File: config.mk
export PLATFORM = sky130hd
export DESIGN_NAME = pipe_id_hazard
export DESIGN_NICKNAME = d
export VERILOG_FILES = /design/src/rtl/pipe_pkg.sv /design/src/rtl/pipe_fwd_mux.sv /design/src/rtl/pipe_id_hazard.sv
export SDC_FILE = /design/constraint.sdc
export NUM_CORES = 1
export LEC_CHECK = 0
export BUFFER_PORTS_ARGS = -buffer_cell sky130_fd_sc_hd__buf_4
export CAP_MARGIN = 20
export CORE_MARGIN = 5
export CORE_UTILIZATION = 46
export DETAILED_ROUTE_END_ITERATION = 16
export HOLD_SLACK_MARGIN = 0.05
export PLACE_DENSITY = 0.82
export SYNTH_ARGS = -nofsm -noshare
export SYNTH_HDL_FRONTEND = slang
export SYNTH_SLANG_ARGS = --single-unit
File: constraint.sdc
create_clock -name in_clk -period 3.05 [get_ports in_clk]
set_input_delay 0.305 -clock in_clk [delete_from_list [all_inputs] [get_ports in_clk]]
set_output_delay 0.305 -clock in_clk [all_outputs]
set_load 0.01 [all_outputs]
File: src/rtl/pipe_pkg.sv
// Shared types and encodings for the ID-stage hazard/forwarding unit.
// Shadow entries mirror the destination side of in-flight instructions.
package pipe_pkg;

  localparam logic [2:0] FWD_RF  = 3'd0;
  localparam logic [2:0] FWD_EX  = 3'd1;
  localparam logic [2:0] FWD_MEM = 3'd2;
  localparam logic [2:0] FWD_WB  = 3'd3;

  localparam int REG_ZERO = 0;
  localparam int SH_AW    = 8;

  typedef struct packed {
    logic             valid;
    logic [SH_AW-1:0] waddr;
    logic             wena;
    logic             is_load;
  } shadow_t;

endpackage

File: src/rtl/pipe_fwd_mux.sv
// Priority operand match over the shadow pipeline for one source operand.
// Youngest matching stage wins; a young load raises a hazard instead.
module pipe_fwd_mux
  import pipe_pkg::*;
#(
  parameter int XLEN      = 32,
  parameter int AW        = 5,
  parameter int FWD_DEPTH = 3,
  parameter int LOAD_LAT  = 1
) (
  input  shadow_t [FWD_DEPTH-1:0]   ent_i,
  input  logic [AW-1:0]             addr_i,
  input  logic                      rena_i,
  input  logic [XLEN-1:0]           rf_data_i,
  input  logic [FWD_DEPTH*XLEN-1:0] stage_data_i,
  output logic [2:0]                sel_o,
  output logic [XLEN-1:0]           data_o,
  output logic                      hazard_o
);

  logic [SH_AW-1:0] addr_x;
  logic             addr_nz;

  assign addr_x  = SH_AW'(addr_i);
  assign addr_nz = (addr_x != SH_AW'(REG_ZERO));

  // Walk oldest to youngest so the youngest match overwrites.
  always_comb begin
    sel_o    = FWD_RF;
    data_o   = rf_data_i;
    hazard_o = 1'b0;
    for (int k = FWD_DEPTH - 1; k >= 0; k--) begin
      if (ent_i[k].valid && ent_i[k].wena &&
          ent_i[k].waddr == addr_x &&
          addr_nz && rena_i) begin
        sel_o    = 3'(k + 1);
        data_o   = stage_data_i[k*XLEN +: XLEN];
        hazard_o = ent_i[k].is_load &&
                   ((k + 1) <= LOAD_LAT);
      end
    end
  end

endmodule

File: src/rtl/pipe_id_hazard.sv
// ID-stage hazard unit: shadow destination pipeline, operand
// forwarding, load-use stall and saturating performance counters.
module pipe_id_hazard
  import pipe_pkg::*;
#(
  parameter int XLEN      = 32,
  parameter int AW        = 5,
  parameter int FWD_DEPTH = 3,
  parameter int LOAD_LAT  = 1,
  parameter int CNT_W     = 32
) (
  input  logic                      in_clk,
  input  logic                      in_rst,
  input  logic                      in_id_valid,
  input  logic [AW-1:0]             in_rs_addr,
  input  logic [AW-1:0]             in_rt_addr,
  input  logic                      in_rs_rena,
  input  logic                      in_rt_rena,
  input  logic [AW-1:0]             in_rd_addr,
  input  logic                      in_rd_wena,
  input  logic                      in_is_load,
  input  logic                      in_flush,
  input  logic [XLEN-1:0]           in_rf_rs_data,
  input  logic [XLEN-1:0]           in_rf_rt_data,
  input  logic [FWD_DEPTH*XLEN-1:0] in_stage_data,
  output logic [XLEN-1:0]           out_rs_data,
  output logic [XLEN-1:0]           out_rt_data,
  output logic [2:0]                out_rs_fwd_sel,
  output logic [2:0]                out_rt_fwd_sel,
  output logic                      out_stall,
  output logic [CNT_W-1:0]          out_stall_cycles,
  output logic [CNT_W-1:0]          out_fwd_count
);

  localparam logic [CNT_W-1:0] CNT_MAX = '1;

  shadow_t [FWD_DEPTH-1:0] sh_q, sh_d;
  logic [CNT_W-1:0] stall_q, stall_d;
  logic [CNT_W-1:0] fwd_q, fwd_d;
  logic haz_a, haz_b;
  logic issue, fwd_any;

  pipe_fwd_mux #(
    .XLEN(XLEN), .AW(AW),
    .FWD_DEPTH(FWD_DEPTH), .LOAD_LAT(LOAD_LAT)
  ) u_mux_a (
    .ent_i(sh_q), .addr_i(in_rs_addr),
    .rena_i(in_rs_rena), .rf_data_i(in_rf_rs_data),
    .stage_data_i(in_stage_data),
    .sel_o(out_rs_fwd_sel), .data_o(out_rs_data),
    .hazard_o(haz_a)
  );

  pipe_fwd_mux #(
    .XLEN(XLEN), .AW(AW),
    .FWD_DEPTH(FWD_DEPTH), .LOAD_LAT(LOAD_LAT)
  ) u_mux_b (
    .ent_i(sh_q), .addr_i(in_rt_addr),
    .rena_i(in_rt_rena), .rf_data_i(in_rf_rt_data),
    .stage_data_i(in_stage_data),
    .sel_o(out_rt_fwd_sel), .data_o(out_rt_data),
    .hazard_o(haz_b)
  );

  // Flush dominates a hazard: the squashed instruction needs no data.
  assign out_stall = in_id_valid & ~in_flush & (haz_a | haz_b);
  assign issue     = in_id_valid & ~out_stall & ~in_flush;
  assign fwd_any   = (out_rs_fwd_sel != FWD_RF) |
                     (out_rt_fwd_sel != FWD_RF);

  always_comb begin
    sh_d = '0;
    for (int k = 1; k < FWD_DEPTH; k++) begin
      sh_d[k] = sh_q[k-1];
    end
    if (issue) begin
      sh_d[0].valid   = 1'b1;
      sh_d[0].waddr   = SH_AW'(in_rd_addr);
      sh_d[0].wena    = in_rd_wena;
      sh_d[0].is_load = in_is_load;
    end
  end

  always_comb begin
    stall_d = stall_q;
    fwd_d   = fwd_q;
    if (out_stall && stall_q != CNT_MAX) begin
      stall_d = stall_q + 1'b1;
    end
    if (fwd_any && in_id_valid && !out_stall &&
        fwd_q != CNT_MAX) begin
      fwd_d = fwd_q + 1'b1;
    end
  end

  always_ff @(posedge in_clk) begin
    if (!in_rst) begin
      sh_q    <= '0;
      stall_q <= '0;
      fwd_q   <= '0;
    end else begin
      sh_q    <= sh_d;
      stall_q <= stall_d;
      fwd_q   <= fwd_d;
    end
  end

  assign out_stall_cycles = stall_q;
  assign out_fwd_count    = fwd_q;

endmodule

Yosys cells after proc, flatten, opt, wreduce, memory -nomap -nowiden
Index checks and enable logic that the tools add are counted.
Widths: inputs -> output; s select.
Storage, ports and cells
  register bits after elaboration: 95
  input bits: 183
  output and inout port bits: 135
Operators by class
  add/subtract/negate cells: 2
  equal/unequal tests: 8
  multiplexer cells: 15
  bitwise logic cells: 8
  reductions and logical operators: 31
Operators by type and width (number)
  $mux 32: 6
  $add 32x1->32 const B: 2
  $ne 32x32->1 const B: 2
  $eq 8x5->1: 6
  $logic_and 1x1->1: 25
  $reduce_bool 8->1: 2
  $mux 3: 4
  $mux 11: 1
  $reduce_bool 3->1: 2
  $and 1x1->1: 4
  $mux 2: 2
  $mux 1: 2
  $not 1->1: 2
  $or 1x1->1: 2
  $reduce_and 2->1: 1
  $logic_not 1->1: 1

Longest topological paths before layout
Gate-level depths: netlist of the first run.
  depth in word-level cells: 12
  depth in mapped cells: 10

Cells and area by module
From an unflattened synthesis of the first run, not the netlist that was laid out.
Second synthesis, totals
  cell total of the unflattened synthesis: 931
  area total of the unflattened synthesis: 7129.3 µm²
By module, submodules not included
  pipe_id_hazard: instances 1, cells an instance 447, area an instance 3868.7 µm², seq. area each 1761.7 µm²
  pipe_fwd_mux: instances 2, cells an instance 242, area an instance 1630.3 µm², seq. area each 0.0 µm²

Least setup slack after synthesis of the first run
OpenSTA, ideal clock, no wires.
  kind: register -> register
  start point: register sh_q, in the netlist sh_d[16]
  end point: register fwd_q[29], in the netlist out_fwd_count[29]
  arrival time: 2.555 ns
  required time: 2.979 ns
  slack: 0.425 ns
  stages on the path, launching flop included: 9
  buffers on the path: 0
  cell sequence: dfxtp_1 -> xor2_1 -> or4_4 -> nor4_4 -> nor4_1 -> a211oi_4 -> nand3_2 -> or4_1 -> a21oi_1
On the way
  cells in the longest elaborated chain, start to end: 10
  elaborated cells on any way between the ends: 21
Ends and longest elaborated chain
  from (decl): RTL line pipe_id_hazard.sv:37  | shadow_t [FWD_DEPTH-1:0] sh_q, sh_d;
  from (signal assigned): RTL line pipe_id_hazard.sv:98  | sh_q <= '0;
  from (signal assigned): RTL line pipe_id_hazard.sv:102  | sh_q <= sh_d;
  $eq 8x5->1: RTL line pipe_fwd_mux.sv:34  | ent_i[k].waddr == addr_x &&
  $logic_and 1x1->1: RTL line pipe_fwd_mux.sv:33  | if (ent_i[k].valid && ent_i[k].wena &&
  $logic_and 1x1->1: RTL line pipe_fwd_mux.sv:34
  $logic_and 1x1->1: RTL line pipe_fwd_mux.sv:35  | addr_nz && rena_i) begin
  $mux 3 / $mux 1 (equally long branches): RTL line pipe_fwd_mux.sv:33
  $reduce_bool 3->1, or another cell as far along: RTL line pipe_id_hazard.sv:68  | assign fwd_any = (out_rs_fwd_sel != FWD_RF) |
  $or 1x1->1 / $and 1x1->1 (equally long branches): RTL line pipe_id_hazard.sv:68, pipe_id_hazard.sv:66
  $logic_and 1x1->1 / $logic_not 1->1 (equally long branches): RTL line pipe_id_hazard.sv:90  | if (fwd_any && in_id_valid && !out_stall &&
  $logic_and 1x1->1 * (2 in series): RTL line pipe_id_hazard.sv:90
  to (signal assigned): RTL line pipe_id_hazard.sv:104  | fwd_q <= fwd_d;
  to (decl): RTL line pipe_id_hazard.sv:39  | logic [CNT_W-1:0] fwd_q, fwd_d;
Every way passes the cells marked *; elsewhere a longest branch is shown, timed or not.
A chain may end at the register's enable or synchronous reset.

Worst setup path in the final report of the first run
  start point: input in_rt_addr[1]
  end point: output out_rt_data[20]
On the way
  cells in the longest elaborated chain, start to end: 7
  elaborated cells on any way between the ends: 16
Ends and longest elaborated chain
  from (decl): RTL line pipe_id_hazard.sv:16  | input logic [AW-1:0] in_rt_addr,
  $eq 8x5->1: RTL line pipe_fwd_mux.sv:34
  $logic_and 1x1->1: RTL line pipe_fwd_mux.sv:33
  $logic_and 1x1->1: RTL line pipe_fwd_mux.sv:34
  $logic_and 1x1->1: RTL line pipe_fwd_mux.sv:35
  $mux 32 (2 in series): RTL line pipe_fwd_mux.sv:33
  $mux 32 *: RTL line pipe_fwd_mux.sv:33
  to (decl): RTL line pipe_id_hazard.sv:27  | output logic [XLEN-1:0] out_rt_data,
Marked as above.

==> results of run 1 <==
registers in the layout, summed over array words and instances (netlist names):
signal and cells:
out_stall_cycles 32, sh_q 7, out_fwd_count 32, sh_d 15
metrics by stage:
| stage | power, W | util | hold WS [ns] |
|---|---|---|---|
| 6_report | 0.00272 | 0.702 | 0.161 |
| 5_1_grt | 0.00282 | 0.702 | 0.153 |
| 4_1_cts | 0.00273 | 0.702 | 0.155 |
| 3_5_place_dp | 0.00161 | 0.677 | 0.472 |
| 3_3_place_gp | 0.00160 | 0.677 | 0.470 |
| 2_1_floorplan | 0.00130 | - | 0.427 |
worst max-delay path by stage:
| stage | from | endpoint | slack (ns) | cells past startpoint |
|---|---|---|---|---|
| 2_1_floorplan | sh_d[16] | out_fwd_count[29] | 0.42 | 8 |
| 3_3_place_gp | in_rt_addr[1] | out_fwd_count[10] | 0.14 | 11 |
| 6_report | in_rt_addr[1] | out_rt_data[20] | 0.16 | 11 |
| 5_1_grt | in_rt_addr[1] | out_rt_data[20] | 0.05 | 11 |
| 4_1_cts | sh_d[16] | out_rs_data[20] | 0.05 | 6 |
| 3_5_place_dp | in_rt_addr[1] | out_fwd_count[10] | 0.07 | 11 |
Yosys cell counts, types with 9 or more instances:
cell | count | share of area
sky130_fd_sc_hd__nand2_1 | 126 | 0.079
sky130_fd_sc_hd__or3_1 | 13 | 0.014
sky130_fd_sc_hd__mux2i_1 | 65 | 0.11
sky130_fd_sc_hd__o21ai_0 | 112 | 0.094
sky130_fd_sc_hd__nand4_1 | 30 | 0.031
sky130_fd_sc_hd__clkbuf_1 | 43 | 0.027
sky130_fd_sc_hd__and3_1 | 11 | 0.012
sky130_fd_sc_hd__xor2_1 | 39 | 0.057
sky130_fd_sc_hd__and2_1 | 29 | 0.030
sky130_fd_sc_hd__nand3_1 | 26 | 0.022
sky130_fd_sc_hd__a21oi_1 | 49 | 0.041
sky130_fd_sc_hd__nor2_1 | 90 | 0.057
sky130_fd_sc_hd__dfxtp_1 | 86 | 0.29
sky130_fd_sc_hd__xnor2_1 | 36 | 0.053
sky130_fd_sc_hd__nor3_1 | 9 | 0.0075
what timing repair did:
action	in CTS	in global routing
pin swaps	0	1
hold buffers	0	0
resized for setup	2	2
setup endpoints to repair	6	23
hold endpoints to repair	0	0
cloned	0	0
setup buffers	0	0
logic make-up (layout without fill, tap and decap cells):
group	count (synthesis)	after routing	share of synthesized area
AO/OA/AOI/OAI	170	170	0.149
XOR/XNOR	75	75	0.110
adder cells (fa/ha/maj)	2	2	0.00419
buffers and inverters	58	359	0.0379
flip-flops	86	86	0.288
multiplexers	65	65	0.109
other	1	2	0.000628
AND/OR/NAND/NOR	370	370	0.302
per-layer routing:
metal | GRT usage | up-vias | share of wire
met5 | 0 | - | 0
met4 | 0.0671 | 0 | 0.024
met3 | 0.106 | 36 | 0.10
met2 | 0.438 | 277 | 0.47
met1 | 0.363 | 3072 | 0.41
li1 | - | 3463 | -
worst max-delay path, stage by stage:
cell and delay [ns]:
sky130_fd_sc_hd__buf_4 0.13, sky130_fd_sc_hd__or4_1 0.51, sky130_fd_sc_hd__o21ai_1 0.41, sky130_fd_sc_hd__nor4_4 0.13, sky130_fd_sc_hd__buf_6 0.20, sky130_fd_sc_hd__buf_4 0.17, sky130_fd_sc_hd__mux2i_1 0.12, sky130_fd_sc_hd__nor2_1 0.09
sky130_fd_sc_hd__a21oi_1 0.04, sky130_fd_sc_hd__o21ai_0 0.29, sky130_fd_sc_hd__buf_4 0.19
power by group through the flow:
| stage | clock [W] | sequential (W) | combinational (W) |
|---|---|---|---|
| 2_1_floorplan | 0 | 0.00116 | 0.000145 |
| 3_3_place_gp | 0 | 0.00116 | 0.000443 |
| 3_5_place_dp | 0 | 0.00116 | 0.000448 |
| 4_1_cts | 0.00114 | 0.00113 | 0.000450 |
| 5_1_grt | 0.00120 | 0.00113 | 0.000491 |
| 6_report | 0.00113 | 0.00113 | 0.000451 |
area by class of cell:
cell class	count	area, µm²	share of cell area
multi-input cells	684	4070	0.457
flip-flops and latches	86	1720	0.193
clock inverters	6	70.1	0.00787
repair buffers	334	2560	0.287
clock buffers	10	239	0.0268
inverters	9	33.8	0.00380
well taps	172	215	0.0242
placed cells by master (no fill, tap or decap), types with 3 or more instances in the layout:
cell and count:
sky130_fd_sc_hd__nor3_1 7, sky130_fd_sc_hd__nor2_1 90, sky130_fd_sc_hd__nor4_4 3, sky130_fd_sc_hd__a21oi_1 49
sky130_fd_sc_hd__or4_1 3, sky130_fd_sc_hd__nand4_1 30, sky130_fd_sc_hd__o21ai_0 112, sky130_fd_sc_hd__xor2_1 39
sky130_fd_sc_hd__inv_1 7, sky130_fd_sc_hd__nand2_1 126, sky130_fd_sc_hd__and2_1 29, sky130_fd_sc_hd__buf_4 328
sky130_fd_sc_hd__nand4b_1 3, sky130_fd_sc_hd__nand2b_1 5, sky130_fd_sc_hd__and3_1 11, sky130_fd_sc_hd__nor4_1 5
sky130_fd_sc_hd__buf_12 3, sky130_fd_sc_hd__nor3b_1 3, sky130_fd_sc_hd__or3_1 13, sky130_fd_sc_hd__dfxtp_1 86
sky130_fd_sc_hd__mux2i_1 65, sky130_fd_sc_hd__and4_1 7, sky130_fd_sc_hd__clkbuf_16 9, sky130_fd_sc_hd__xnor2_1 36
sky130_fd_sc_hd__buf_6 3, sky130_fd_sc_hd__nand3_1 26, sky130_fd_sc_hd__clkinvlp_4 3
==> results_dict.tcl, run 1 <==
set metrics [dict create \
    maxCapViolations 0 \
    tritoncts "built" \
    fp-row-count 41 \
    yosys_warnings 0 \
    maxSlewViolCount 0 \
    share_seq_of_total_power 0.417 \
    yosysUniqueCellTypes 42 \
    power.clock.fraction 0.417 \
    grt_max_degree 66 \
    synth_async_sr_flop_share 0 \
    dp_hpwl_um 17900 \
    start_kind "input pin" \
    clkSinkCount 86 \
    postRouteAntennaNets 0 \
    numPortBuffers 315 \
    holdCritStartpoint "in_rd_addr[2]" \
    post_drt_wl_per_cell_um 17.5 \
    worst_ep_arrival_time_ns 2.59 \
    grt_overflow 0 \
    routed_via_density 5.26 \
    netlist_area_mm2 0.00598 \
    cts_htree_levels 3 \
    final.setup_skew_ns 0.00504 \
    timing.hold.worst.class "input pin to register" \
    area_growth_pct 49.0 \
    coreArea_mm2 0.0127 \
    timing.final.setup_violations 0 \
    first_pass_iters 5 \
    number_of_stages_on_the_worst_hold_path 2 \
    critical_path.endpoint_type "primary output" \
    ff2ff_setup_slack_ns 0.22 \
    worst-path-max-fanout 13 \
    clock_path_buffers 2 \
    syn-instance-count 827 \
    whs_endpoint "sh_d[15]" \
    post-route-worst-setup-slack_ns 0.157 \
    n_fill_cell 1068 \
    max-vdd-ir-drop_uv 326 \
    drc 0 \
    place_inst 1285 \
    finish.instance_area_mm2 0.00890 \
    clock_latency_ns 0.34 \
    cellInternalPower_w 0.00205 \
    power_leakage_nw 3.71 \
    n_antenna_cell 0 \
    die_x_extent_um 124 \
    p_sw_w 0.000667 \
    placed_cell_area_mm2 0.00857 \
    cts_buffers 9 \
    worst-slew-pin-transition_ns 1.03 \
    routabilityCongestion 0.941 \
    non_filler_cells_final 1301 \
    grt_first_pass_wirelength_um 33800 \
    cts_root_buf "sky130_fd_sc_hd__clkbuf_16" \
    route.vias.total 6848 \
    finalSetupTns_ns 0 \
    ys_seq_area_frac 0.288 \
    average_cell_area_after_synthesis_um2 7.23 \
    timing.slew.headroom 0.315 \
    first_global_vias 6374 \
    timing.final.crit_period_ns 2.89 \
    die_h_um 124 \
    power.density_cell_area_mw_per_mm2 305 \
    post-route-period-util 0.948 \
    unrepaired_setup_endpoints_after_global_routing "false" \
    worstPathRequired_ns 2.74 \
    crit_path_kind "input pin to primary output" \
    grt_util_all_layers 0.279 \
    floorplan.die_area_mm2 0.0154 \
    synth-edff-count 0 \
    wl_um 22700 \
    reg2reg_from "sh_d[16]" \
    layout.nets 1309 \
    start_util 0.472 \
    grt_antenna_before_repair 0 \
    power.switching_fraction 0.246 \
    rr_endpoint "out_fwd_count[10]" \
    final_layout_size_suffix_gt1_frac 0.321 \
    power.combinational.fraction 0.166 \
    top_level_ports 318 \
    number_of_register_bits_inferred_by_synthesis 86 \
    clkSlewWorstSetupHoldPaths_ns 0.06 \
    drt-initial-drc-count 583 \
    pre_cts_ws_ns 0.0716 \
    worst-r2r-cell-count 10 \
    hold_violations 0 \
    synth-main-ff-cell "sky130_fd_sc_hd__dfxtp_1" \
    fmax_ghz 0.346 \
    run_status "finished clean" \
]
Power figures use the tool's default switching activity.
==> inputs of run 2 (changes only) <==
- ABC_AREA: default -> 1
- CORE_ASPECT_RATIO: default -> 0.9
- CORE_UTILIZATION: 46 -> 48
- SKIP_CTS_REPAIR_TIMING: default -> 1
==> results_dict.tcl, run 2 <==
set metrics [dict create \
    run_status "finished clean" \
    timing.hold.worst.class "input pin to register" \
    worst-slew-pin-transition_ns 0.544 \
    floorplan.die_area_mm2 0.0168 \
    average_cell_area_after_synthesis_um2 5.97 \
    timing.final.setup_violations 0 \
    first_pass_iters 5 \
    numPortBuffers 315 \
    maxSlewViolCount 0 \
    critPathTopFamily "simple AND/OR/NAND/NOR gates" \
    synth_async_sr_flop_share 0 \
    slowest_delay_ns 0.41 \
    grt_max_degree 66 \
    postRouteAntennaNets 0 \
    area_growth_pct 40.7 \
    top_level_ports 318 \
    synth.most_common_cell "sky130_fd_sc_hd__nand2_1" \
    worstPathRequired_ns 2.74 \
    drt-initial-drc-count 813 \
    post_drt_wl_per_cell_um 16.5 \
    most_area_consuming_cells_after_synthesis "sky130_fd_sc_hd__dfxtp_1 25%, sky130_fd_sc_hd__nand2_1 17%, sky130_fd_sc_hd__nor2_1 8.4%, sky130_fd_sc_hd__inv_1 7.8%, sky130_fd_sc_hd__a21oi_1 5.5%" \
    post-route-worst-setup-slack_ns 0.268 \
    layout.nets 1626 \
    dp_hpwl_um 21400 \
    commonest_non_fill_non_tap_cell_in_the_layout "sky130_fd_sc_hd__buf_4" \
    hold_violations 0 \
    route.vias.total 8761 \
    final_layout_size_suffix_gt1_frac 0.258 \
    netlist.top_cell.by_area "sky130_fd_sc_hd__dfxtp_1" \
    coreArea_mm2 0.0141 \
    synth_top_cells_by_count "316 x sky130_fd_sc_hd__nand2_1, 154 x sky130_fd_sc_hd__nor2_1, 143 x sky130_fd_sc_hd__inv_1" \
    routed_via_density 5.35 \
    worst_path_max_delay_cell "sky130_fd_sc_hd__dfxtp_1" \
    n_fill_cell 1310 \
    n_antenna_cell 0 \
    ys_seq_area_frac 0.251 \
    final.setup_skew_ns 0.0129 \
    die_h_um 124 \
    finish.instance_area_mm2 0.00967 \
    grt_util_all_layers 0.306 \
    synth-edff-count 0 \
    maxCapViolations 0 \
    number_of_register_bits_inferred_by_synthesis 86 \
    synth-main-ff-cell "sky130_fd_sc_hd__dfxtp_1" \
    clkSlewWorstSetupHoldPaths_ns 0.06 \
    worst_ep_arrival_time_ns 2.48 \
    drc 0 \
    yosys_warnings 0 \
    cts_buffers 9 \
    placed_cell_area_mm2 0.00935 \
    yosysUniqueCellTypes 41 \
    synth_top_area_frac 0.251 \
    critical_path.endpoint_type "primary output" \
    first_global_vias 7985 \
    clock_path_buffers 2 \
    die_x_extent_um 136 \
    start_kind "register" \
    worst-path-max-fanout 32 \
    final_cell_mix "327 x sky130_fd_sc_hd__buf_4, 315 x sky130_fd_sc_hd__nand2_1, 154 x sky130_fd_sc_hd__nor2_1, 143 x sky130_fd_sc_hd__inv_1, 86 x sky130_fd_sc_hd__dfxtp_1" \
    timing.final.crit_period_ns 2.78 \
    grt_antenna_before_repair 0 \
    netlist_area_mm2 0.00687 \
    crit_chain "nor2_1, nor2_1, nand3_1, nor2_2, nand2_4, buf_4, o21ai_1, a21oi_1, o21ai_0, o21a_1, buf_4" \
    tritoncts "built" \
    max-vdd-ir-drop_uv 344 \
    grt_overflow 0 \
    fmax_ghz 0.359 \
    crit_path_kind "register to primary output" \
    power.density_cell_area_mw_per_mm2 287 \
    pre_cts_ws_ns 0.399 \
    grt_first_pass_wirelength_um 41200 \
    clock_latency_ns 0.34 \
    cts_root_buf "sky130_fd_sc_hd__clkbuf_16" \
    start_util 0.489 \
    post-route-period-util 0.912 \
    clkSinkCount 86 \
    finalSetupTns_ns 0 \
    timing.slew.headroom 0.637 \
    cts_htree_levels 3 \
    power_leakage_nw 4.86 \
    wl_um 27100 \
    fp-row-count 41 \
    routabilityCongestion 0.996 \
    syn-instance-count 1151 \
    unrepaired_setup_endpoints_after_global_routing "false" \
    critPathBufInv 2 \
]
## run 2: cell types whose count changed after synthesis, sizes merged, moves of 22 or more
cell   before  now
inv         9  147
nand2     126  321
a21oi      49   77
o22a        0   32
o21ai     115   60
nor2       90  166
buf         6   28
nand3      27   62
mux2i      65    0
and2       29    1
## run 2: worst reg2reg max path, cell delays in order, from the launching register on
cell and delay, ns:
sky130_fd_sc_hd__dfxtp_1 0.46, sky130_fd_sc_hd__ha_1 0.33, sky130_fd_sc_hd__nand2_1 0.08, sky130_fd_sc_hd__nor2_1 0.10, sky130_fd_sc_hd__buf_4 0.14, sky130_fd_sc_hd__nand2_1 0.09
sky130_fd_sc_hd__nor2_1 0.34, sky130_fd_sc_hd__a21oi_4 0.09, sky130_fd_sc_hd__inv_2 0.42, sky130_fd_sc_hd__nand2_1 0.13, sky130_fd_sc_hd__a21oi_1 0.16
## run 2: cell type report
class,count,area (µm²),area share
clock buffers,11,253,0.0261
clock inverters,5,62.6,0.00647
inverters,147,552,0.0571
multi-input cells,867,4320,0.447
flip-flops and latches,86,1720,0.178
well taps,193,241,0.0250
repair buffers,330,2510,0.260
## run 2: kinds of logic after synthesis
| kind of cell | synth area share |
|---|---|
| flops | 0.251 |
| fa+ha+maj | 0.00364 |
| buf+inv | 0.121 |
| simple gates | 0.365 |
| xor+xnor | 0.0599 |
| other cells | 0.000546 |
| compound gates | 0.199 |
## run 2: report_power, final
group | internal (W) | leakage, nW | switching, W
clock network | 0.000685 | 0.149 | 0.000461
logic | 0.000273 | 4.02 | 0.000221
registers | 0.00113 | 0.694 | 0.00000565
## run 2: layer usage
layer,wire length [µm],track usage,vias up
met5,0,0,-
li1,-,-,4314
met4,968,0.122,0
met2,12800,0.502,426
met1,10700,0.377,3952
met3,2630,0.0919,69
## run 2: final timing paths
path | start | slack, ns | cells after the start | end
max reg2reg | out_stall_cycles[1] | 0.65 | 10 | out_stall_cycles[29]
min reg2reg | sh_d[12] | 0.42 | 2 | sh_d[23]
max | sh_d[27] | 0.27 | 11 | out_rt_data[18]
min | in_flush | 0.15 | 2 | sh_d[21]
## run 2: per-stage QoR
| stage | hold WS [ns] | power [W] | std cells | utilization |
|---|---|---|---|---|
| final | 0.153 | 0.00277 | 1639 | 0.688 |
| after detailed placement | 0.414 | 0.00165 | 1623 | 0.665 |
| after global placement | 0.413 | 0.00164 | 1623 | 0.665 |
| after CTS | 0.143 | 0.00279 | 1639 | 0.688 |
| after global routing | 0.150 | 0.00288 | 1639 | 0.688 |
| after floorplan | 0.382 | 0.00134 | 1152 | - |
